--- src/rtl/instr_encoder.sv ---
// ---------------------------------------------------------------------------
// instr_encoder
//
// Purpose:
//    Program loader placed in front of Instr_Memory. It accepts decoded
//    instruction fields (class, registers, immediate), packs them into 32-bit
//    MIPS words, queues the words in a small FIFO, and writes them out to
//    consecutive word addresses of the instruction memory.
//
// Parameters:
//    DEPTH     - FIFO entries (power of 2, at least 2)
//    ADDR_W    - width of the byte address driven to instruction memory
//    BASE_ADDR - first byte address written after reset or clear (multiple of 4)
//
// Ports:
//    clk_i        in   clock, rising edge
//    rst_i        in   asynchronous reset, active low
//    clear_i      in   synchronous flush: FIFO, address, count and err
//    req_valid_i  in   request field bundle valid
//    req_ready_o  out  encoder can accept a request this cycle
//    op_sel_i     in   class: 0 R, 1 ADDI, 2 ORI, 3 BNE, 4 BEQ, 5 SLTI, 6 LUI, 7 illegal
//    rs_i, rt_i, rd_i, shamt_i, funct_i, imm_i   in   instruction fields
//    im_ready_i   in   memory accepts the write this cycle
//    im_we_o      out  write request (FIFO not empty)
//    im_addr_o    out  byte address of the current write
//    im_data_o    out  encoded word at the FIFO head (zero when empty)
//    count_o      out  words written since reset or clear, saturating
//    err_o        out  sticky illegal-request flag
//    full_o       out  FIFO full
//    empty_o      out  FIFO empty
//
// Optional feature:
//    INSTR_ENC_FUNCT_CHECK_EN - when defined, R-type requests whose funct is
//    not add/sub/and/or/slt are rejected as illegal instead of encoded.
// ---------------------------------------------------------------------------
module instr_encoder #(
   parameter int DEPTH     = 4,
   parameter int ADDR_W    = 10,
   parameter int BASE_ADDR = 0
) (
   input  logic              clk_i,
   input  logic              rst_i,
   input  logic              clear_i,
   input  logic              req_valid_i,
   output logic              req_ready_o,
   input  logic [2:0]        op_sel_i,
   input  logic [4:0]        rs_i,
   input  logic [4:0]        rt_i,
   input  logic [4:0]        rd_i,
   input  logic [4:0]        shamt_i,
   input  logic [5:0]        funct_i,
   input  logic [15:0]       imm_i,
   input  logic              im_ready_i,
   output logic              im_we_o,
   output logic [ADDR_W-1:0] im_addr_o,
   output logic [31:0]       im_data_o,
   output logic [15:0]       count_o,
   output logic              err_o,
   output logic              full_o,
   output logic              empty_o
);

   localparam int PTR_W = $clog2(DEPTH);
   localparam logic [PTR_W:0]  PTR_ONE   = (PTR_W + 1)'(1);
   localparam logic [ADDR_W-1:0] ADDR_BASE = ADDR_W'(BASE_ADDR);
   localparam logic [ADDR_W-1:0] ADDR_STEP = ADDR_W'(4);

   logic [31:0]    fifo_mem [DEPTH];
   logic [PTR_W:0] wr_ptr;
   logic [PTR_W:0] rd_ptr;
   logic           full;
   logic           empty;
   logic           accept;
   logic           illegal;
   logic           push;
   logic           pop;
   logic           funct_ok;
   logic [5:0]     opcode;
   logic [31:0]    enc_word;

   // Opcode lookup and word packing. LUI has no source register, so its
   // rs field is forced to zero whatever the requester drove.
   always_comb begin
      opcode   = 6'h00;
      enc_word = 32'h0;
      case (op_sel_i)
         3'd1:    opcode = 6'h08;
         3'd2:    opcode = 6'h0D;
         3'd3:    opcode = 6'h05;
         3'd4:    opcode = 6'h04;
         3'd5:    opcode = 6'h0A;
         3'd6:    opcode = 6'h0F;
         default: opcode = 6'h00;
      endcase
      if (op_sel_i == 3'd0) begin
         enc_word = {6'h00, rs_i, rt_i, rd_i, shamt_i, funct_i};
      end else if (op_sel_i == 3'd6) begin
         enc_word = {opcode, 5'd0, rt_i, imm_i};
      end else begin
         enc_word = {opcode, rs_i, rt_i, imm_i};
      end
   end

`ifdef INSTR_ENC_FUNCT_CHECK_EN
   // Only the ALU functions the target core implements are allowed through.
   always_comb begin
      funct_ok = 1'b0;
      case (funct_i)
         6'h20, 6'h22, 6'h24, 6'h25, 6'h2A: funct_ok = 1'b1;
         default:                           funct_ok = 1'b0;
      endcase
   end
`else
   assign funct_ok = 1'b1;
`endif

   // Pointers carry one extra wrap bit so full and empty can be told apart
   // when the index bits coincide.
   assign full    = (wr_ptr[PTR_W] != rd_ptr[PTR_W]) &&
                    (wr_ptr[PTR_W-1:0] == rd_ptr[PTR_W-1:0]);
   assign empty   = (wr_ptr == rd_ptr);
   assign full_o  = full;
   assign empty_o = empty;

   assign req_ready_o = !full && !clear_i;
   assign illegal     = (op_sel_i == 3'd7) || ((op_sel_i == 3'd0) && !funct_ok);
   assign accept      = req_valid_i && req_ready_o;
   assign push        = accept && !illegal;
   // A clear on the same edge wins, so the pending write is not counted.
   assign pop         = im_we_o && im_ready_i && !clear_i;

   assign im_we_o   = !empty;
   assign im_data_o = empty ? 32'h0 : fifo_mem[rd_ptr[PTR_W-1:0]];

   // Storage needs no reset: reset and clear only move the pointers, which
   // makes any stale contents unreachable.
   always_ff @(posedge clk_i) begin
      if (push) begin
         fifo_mem[wr_ptr[PTR_W-1:0]] <= enc_word;
      end
   end

   // Pointers, write address, write count and the sticky error flag.
   always_ff @(posedge clk_i or negedge rst_i) begin
      if (!rst_i) begin
         wr_ptr    <= '0;
         rd_ptr    <= '0;
         im_addr_o <= ADDR_BASE;
         count_o   <= 16'h0;
         err_o     <= 1'b0;
      end else if (clear_i) begin
         wr_ptr    <= '0;
         rd_ptr    <= '0;
         im_addr_o <= ADDR_BASE;
         count_o   <= 16'h0;
         err_o     <= 1'b0;
      end else begin
         if (push) begin
            wr_ptr <= wr_ptr + PTR_ONE;
         end
         if (pop) begin
            rd_ptr    <= rd_ptr + PTR_ONE;
            im_addr_o <= im_addr_o + ADDR_STEP;
            if (count_o != 16'hFFFF) begin
               count_o <= count_o + 16'd1;
            end
         end
         if (accept && illegal) begin
            err_o <= 1'b1;
         end
      end
   end

endmodule

--- config.mk ---
export PLATFORM = sky130hd
export DESIGN_NAME = instr_encoder
export DESIGN_NICKNAME = d
export VERILOG_FILES = /design/src/rtl/instr_encoder.sv
export SDC_FILE = /design/constraint.sdc
export NUM_CORES = 1
export LEC_CHECK = 0
export ABC_AREA = 1
export BUFFER_PORTS_ARGS = -buffer_cell sky130_fd_sc_hd__buf_2
export CAP_MARGIN = 20
export CORE_UTILIZATION = 54
export DETAILED_ROUTE_END_ITERATION = 12
export GPL_TIMING_DRIVEN = 0
export PLACE_DENSITY = 0.74
export SYNTH_ARGS = -nofsm -noshare
export SYNTH_HDL_FRONTEND = slang
export SYNTH_SLANG_ARGS = --single-unit
--- constraint.sdc ---
create_clock -name clk_i -period 4.2 [get_ports clk_i]
set_clock_uncertainty 0.2 [all_clocks]
set_input_delay 0.84 -clock clk_i [delete_from_list [all_inputs] [get_ports clk_i]]
set_output_delay 0.84 -clock clk_i [all_outputs]
set_load 0.03 [all_outputs]
Word-level counts from Yosys, hierarchy flattened
Memory sizes are Yosys's and may differ from the RTL's.
Cells that the tools add are included.
- muxes and demuxes: 17
- reductions and logical operators: 17
- $add $sub $neg: 4
- equal/unequal tests: 11
- operators by type and width (operator ; count):
    $mux 16 ; 3
    $mux 32 ; 1
    $mux 30 ; 1
    $mux 26 ; 1
    $pmux 4 s6 ; 1
    $mux 10 ; 2
    $add 16x1->16 const B ; 1
    $ne 16x16->1 const B ; 1
    $eq 3x3->1 const B ; 4
    $mux 3 ; 4
    $add 10x3->10 const B ; 1
    $reduce_bool 2->1 ; 4
    $logic_and 1x1->1 ; 7
    $add 3x1->3 const B ; 2
    $eq 3x2->1 const B ; 2
    $logic_not 1->1 ; 4
    $mux 1 ; 4
    $eq 3x1->1 const B ; 1
    $eq 3x3->1 ; 1
    $logic_not 3->1 ; 1
    $eq 2x2->1 ; 1
    $reduce_and 2->1 ; 1
    $ne 1x1->1 ; 1
- logic and storage cells: 55
- memories: 1
- register bits: 33
- memory bits (writable): 120
- bits of input ports: 50
- output and inout port bits: 63
- memory list (memory ; depth ; width ; rd ports ; clocked after Yosys merged registers in ; write ports ; line ; text):
    fifo_mem ; 4 ; 30 ; 1 ; 0 ; 1 ; 68 ; logic [31:0] fifo_mem [DEPTH];

Logic depth before layout (Yosys ltp)
- depth in word-level cells: 8
- mapped depth: 11
- mapped depth without buffers: 10

Worst setup path before layout
OpenSTA, ideal clock, no wires.
- path kind: in2reg
- from: input op_sel_i[0]
- to: memory fifo_mem[0][0] (netlist name) (enable)
- stages: 4
- data required time: 3.583 ns
- library setup time: 0.417 ns
- slack: 0.922 ns
- path buffers: 0
- arrival: 2.661 ns
- path through: ha_1 nand2_1 nand4_1 nor2_1
- cells in the longest elaborated chain, start to end: 5
- RTL lines (item ; line ; text):
    start: declaration ; 46 ; input logic [2:0] op_sel_i,
    $eq 3x3->1 ; 126 ; assign illegal = (op_sel_i == 3'd7) || ((op_sel_i == 3'd0) && !funct_ok);
    $logic_not 1->1 ; 128 ; assign push = accept && !illegal;
    $logic_and 1x1->1 ; 128 ;
    $mux 1 ; 138 ; if (push) begin
    $mux 1 (implied by the code) ; 139 ; fifo_mem[wr_ptr[PTR_W-1:0]] <= enc_word;
    end: declaration ; 68 ;
Every way passes these cells.

Final worst setup path
- from: register rd_ptr[0]
- to: output im_data_o[6]
- cells in the longest elaborated chain, start to end: 2
- elaborated cells between the ends (all ways): 3
- those cells by class: eq/ne (1); mux (1); memory (1)
- RTL lines (item ; line ; text):
    start: declaration ; 70 ; logic [PTR_W:0] rd_ptr;
    start signal: assignment ; 162 ; rd_ptr <= rd_ptr + PTR_ONE;
    $mem_v2 4x30 / $eq 3x3->1 (equally long branches) ; - ;
    $mux 32 (*) ; 133 ; assign im_data_o = empty ? 32'h0 : fifo_mem[rd_ptr[PTR_W-1:0]];
    end: declaration ; 56 ; output logic [31:0] im_data_o,
Every way passes the cells marked *; elsewhere a longest branch is shown, timed or not.

==> flow_metrics.tcl <==
set metrics [dict create \
    status "finished clean" \
    cts_buffer_depth 2 \
    grt_max_degree 32 \
    top_layer "met4" \
    num_antenna_cells 0 \
    powerDensity_nw_per_um2 448 \
    grt.total_usage_pct 24.8 \
    drt_pre_antenna_iters 6 \
    clk_pin_slew_ns 0.06 \
    p_leak_nw 3.68 \
    total_power_mw 3.78 \
    initial_utilization_pct 55.4 \
    wl_met1_mm 6.47 \
    drt_iter0_drc 312 \
    rsz0062_at_grt "false" \
    vias 5274 \
    ys_warn_count 0 \
    wl_met3_um 864 \
    endpoint_kind "output pin" \
    finalHoldViolCount 0 \
    synth_cell_type_count 33 \
    synth_edf_count 120 \
    wl_mm 15.8 \
    dieWidth_um 116 \
    syn_area_sq_um 6990 \
    critPathMaxFanout 10 \
    numCtsBuffers 17 \
    ys.flop_type "edfxtp_1" \
    cts_setup_buffers 0 \
    tightest_slew_ns 0.725 \
    tns_ns 0 \
    max_freq_ghz 0.314 \
    vias_per_cell 5.30 \
    tritoncts "built" \
    rows 41 \
    nets 871 \
    die_area_sq_um 13400 \
    setup_violations 0 \
    htree_levels 4 \
    worstSetupStartpointType "flip-flop" \
    yosys.area.top_type_share_pct 51.6 \
    clock-sinks 151 \
    drc 0 \
    core_area_sq_um 12600 \
    synth_common_cells "129 x nand2_1, 120 x edfxtp_1, 94 x nor2_1, 72 x o21ai_0, 67 x inv_1" \
    cts_hold_buffers 0 \
    slew_viol_final 0 \
    layout_setup_ws_ns 1.02 \
    synth_most_common_cell "nand2_1" \
    avgSynthCellArea_sq_um 10.3 \
    synth_top_area_cell "edfxtp_1" \
    ys_seq_area_share_pct 62.7 \
    dp.cells 963 \
    post-route-period-util_pct 75.7 \
    area_delta_synth_final_pct 20.7 \
    clock-root-buffer "clkbuf_16" \
    port_buffers 108 \
    gp_congestion 0.859 \
    netlist_instances 676 \
    r2r_start "rd_ptr[1]" \
    min_path_type "in -> async" \
    netlist_top_cells_area "edfxtp_1 52%, dfrtp_1 11%, nand2_1 6.9%" \
    antenna_left 0 \
    ys_ff_latch 151 \
    relSlewSlack_pct 51.7 \
    async_flop_share_pct 20.5 \
    antenna_found_initial 0 \
    drive_gt1_share_pct 23.0 \
    postLayoutCoreUtil_pct 66.8 \
    wire_per_inst_um 15.9 \
    required_ns 3.16 \
    crit_type "reg -> out" \
    ioPinCount 113 \
    min_period_ns 3.18 \
    overflow 0 \
    clock_latency_ns 0.42 \
    critPathArrivalTime_ns 2.14 \
    die_h_um 116 \
    peakVddDrop_v 0.000306 \
    layout.cells.non_filler 995 \
    first_global_vias 5080 \
    dp_hpwl_mm 10.5 \
    grt_pass1_wl_mm 24.7 \
    cp-startpoint "rd_ptr[0]" \
    routed-wl-met2_mm 8.14 \
    dp_slack_ns 1.08 \
    fillCellCount 985 \
    postCtsResizedCells 0 \
    drv_cap 0 \
]
-- metal layers --
layer / up-vias / global-route usage, %
met1: 2493 / 30.4
met2: 195 / 42.7
met4: 0 / 11.3
met3: 28 / 4.60
li1: 2558 / -
met5: - / 0
-- worst max-delay path, stage by stage (launching register included) --
cell      delay (ns)
dfrtp_1         0.39
buf_6           0.15
inv_4           0.09
clkbuf_1        0.43
nor2_1          0.09
o22ai_1         0.23
nand2_1         0.09
inv_1           0.07
buf_2           0.19
-- through the flow --
stage,hold WS [ns],area (sq um)
after floorplan,0.340,7000
after global placement,0.304,7750
after detailed placement,0.310,7900
after CTS,0.287,8430
after global routing,0.324,8430
final,0.275,8430
-- final timing paths --
path / endpoint / slack [ns] / depth (start not counted)
setup / recovery: im_data_o[6] / 1.02 / 8
hold / removal: count_o[9] / 0.28 / 1
setup reg to reg: fifo_mem[0][13] / 1.54 / 7
hold reg to reg: err_o / 0.32 / 2
max in group asynchronous: rd_ptr[1] / 3.05 / 1
min in group clk_i: err_o / 0.32 / 2
-- area by class of cell --
cell class | count | area [sq um] | area share [%]
clock buffers | 19 | 433 | 5.13
repair buffers | 112 | 651 | 7.72
plain buffers | 32 | 165 | 1.96
well taps | 172 | 215 | 2.55
clock inverters | 13 | 105 | 1.25
flip-flops and latches | 151 | 4380 | 51.9
multi-input cells | 426 | 2220 | 26.3
inverters | 70 | 265 | 3.15
-- state kept, by name, indices dropped and copies added (netlist names) --
signal	cells
err_o	1
im_addr_o	8
fifo_mem	120
count_o	16
rd_ptr	3
wr_ptr	3
-- cells in the final DEF (no fill, tap or decap), types with 2 or more instances in the layout --
cell type | synthesis | layout
a21oi_1 | 3 | 3
nand2_2 | 4 | 4
nor3_1 | 3 | 3
mux2_2 | 16 | 16
clkbuf_16 | 0 | 17
buf_2 | 3 | 111
buf_16 | 0 | 4
inv_2 | 2 | 2
o21bai_1 | 3 | 3
nand3_1 | 28 | 28
o22ai_1 | 30 | 30
clkinv_1 | 0 | 3
nand2_1 | 129 | 129
nand4_1 | 4 | 4
dfrtp_1 | 31 | 31
clkinvlp_4 | 0 | 3
inv_1 | 67 | 67
xnor2_1 | 2 | 2
inv_6 | 0 | 2
clkinv_2 | 0 | 3
clkbuf_1 | 22 | 24
nand2_4 | 2 | 2
nor2_4 | 2 | 6
buf_6 | 2 | 2
edfxtp_1 | 120 | 120
o21ai_1 | 4 | 4
ha_1 | 11 | 11
o21ai_0 | 72 | 72
xor2_1 | 6 | 6
nor2_1 | 94 | 90
conb_1 | 1 | 4
o21ai_2 | 5 | 5
buf_4 | 4 | 4
-- report_power, final --
| part | switching (mW) | internal, mW |
|---|---|---|
| clock | 0.583 | 0.808 |
| combinational | 0.508 | 0.200 |
| sequential | 0.0180 | 1.66 |
-- logic make-up after synthesis --
kind of cell | Yosys count | share of synthesized area, %
flip-flops | 151 | 62.7
XOR/XNOR | 8 | 1.00
AND/OR/NAND/NOR | 270 | 16.3
other | 1 | 0.0537
buffers and inverters | 102 | 6.16
multiplexers | 16 | 2.58
AO/OA/AOI/OAI | 117 | 9.29
adder cells (fa/ha/maj) | 11 | 1.97
Power figures use the tool's default switching activity.
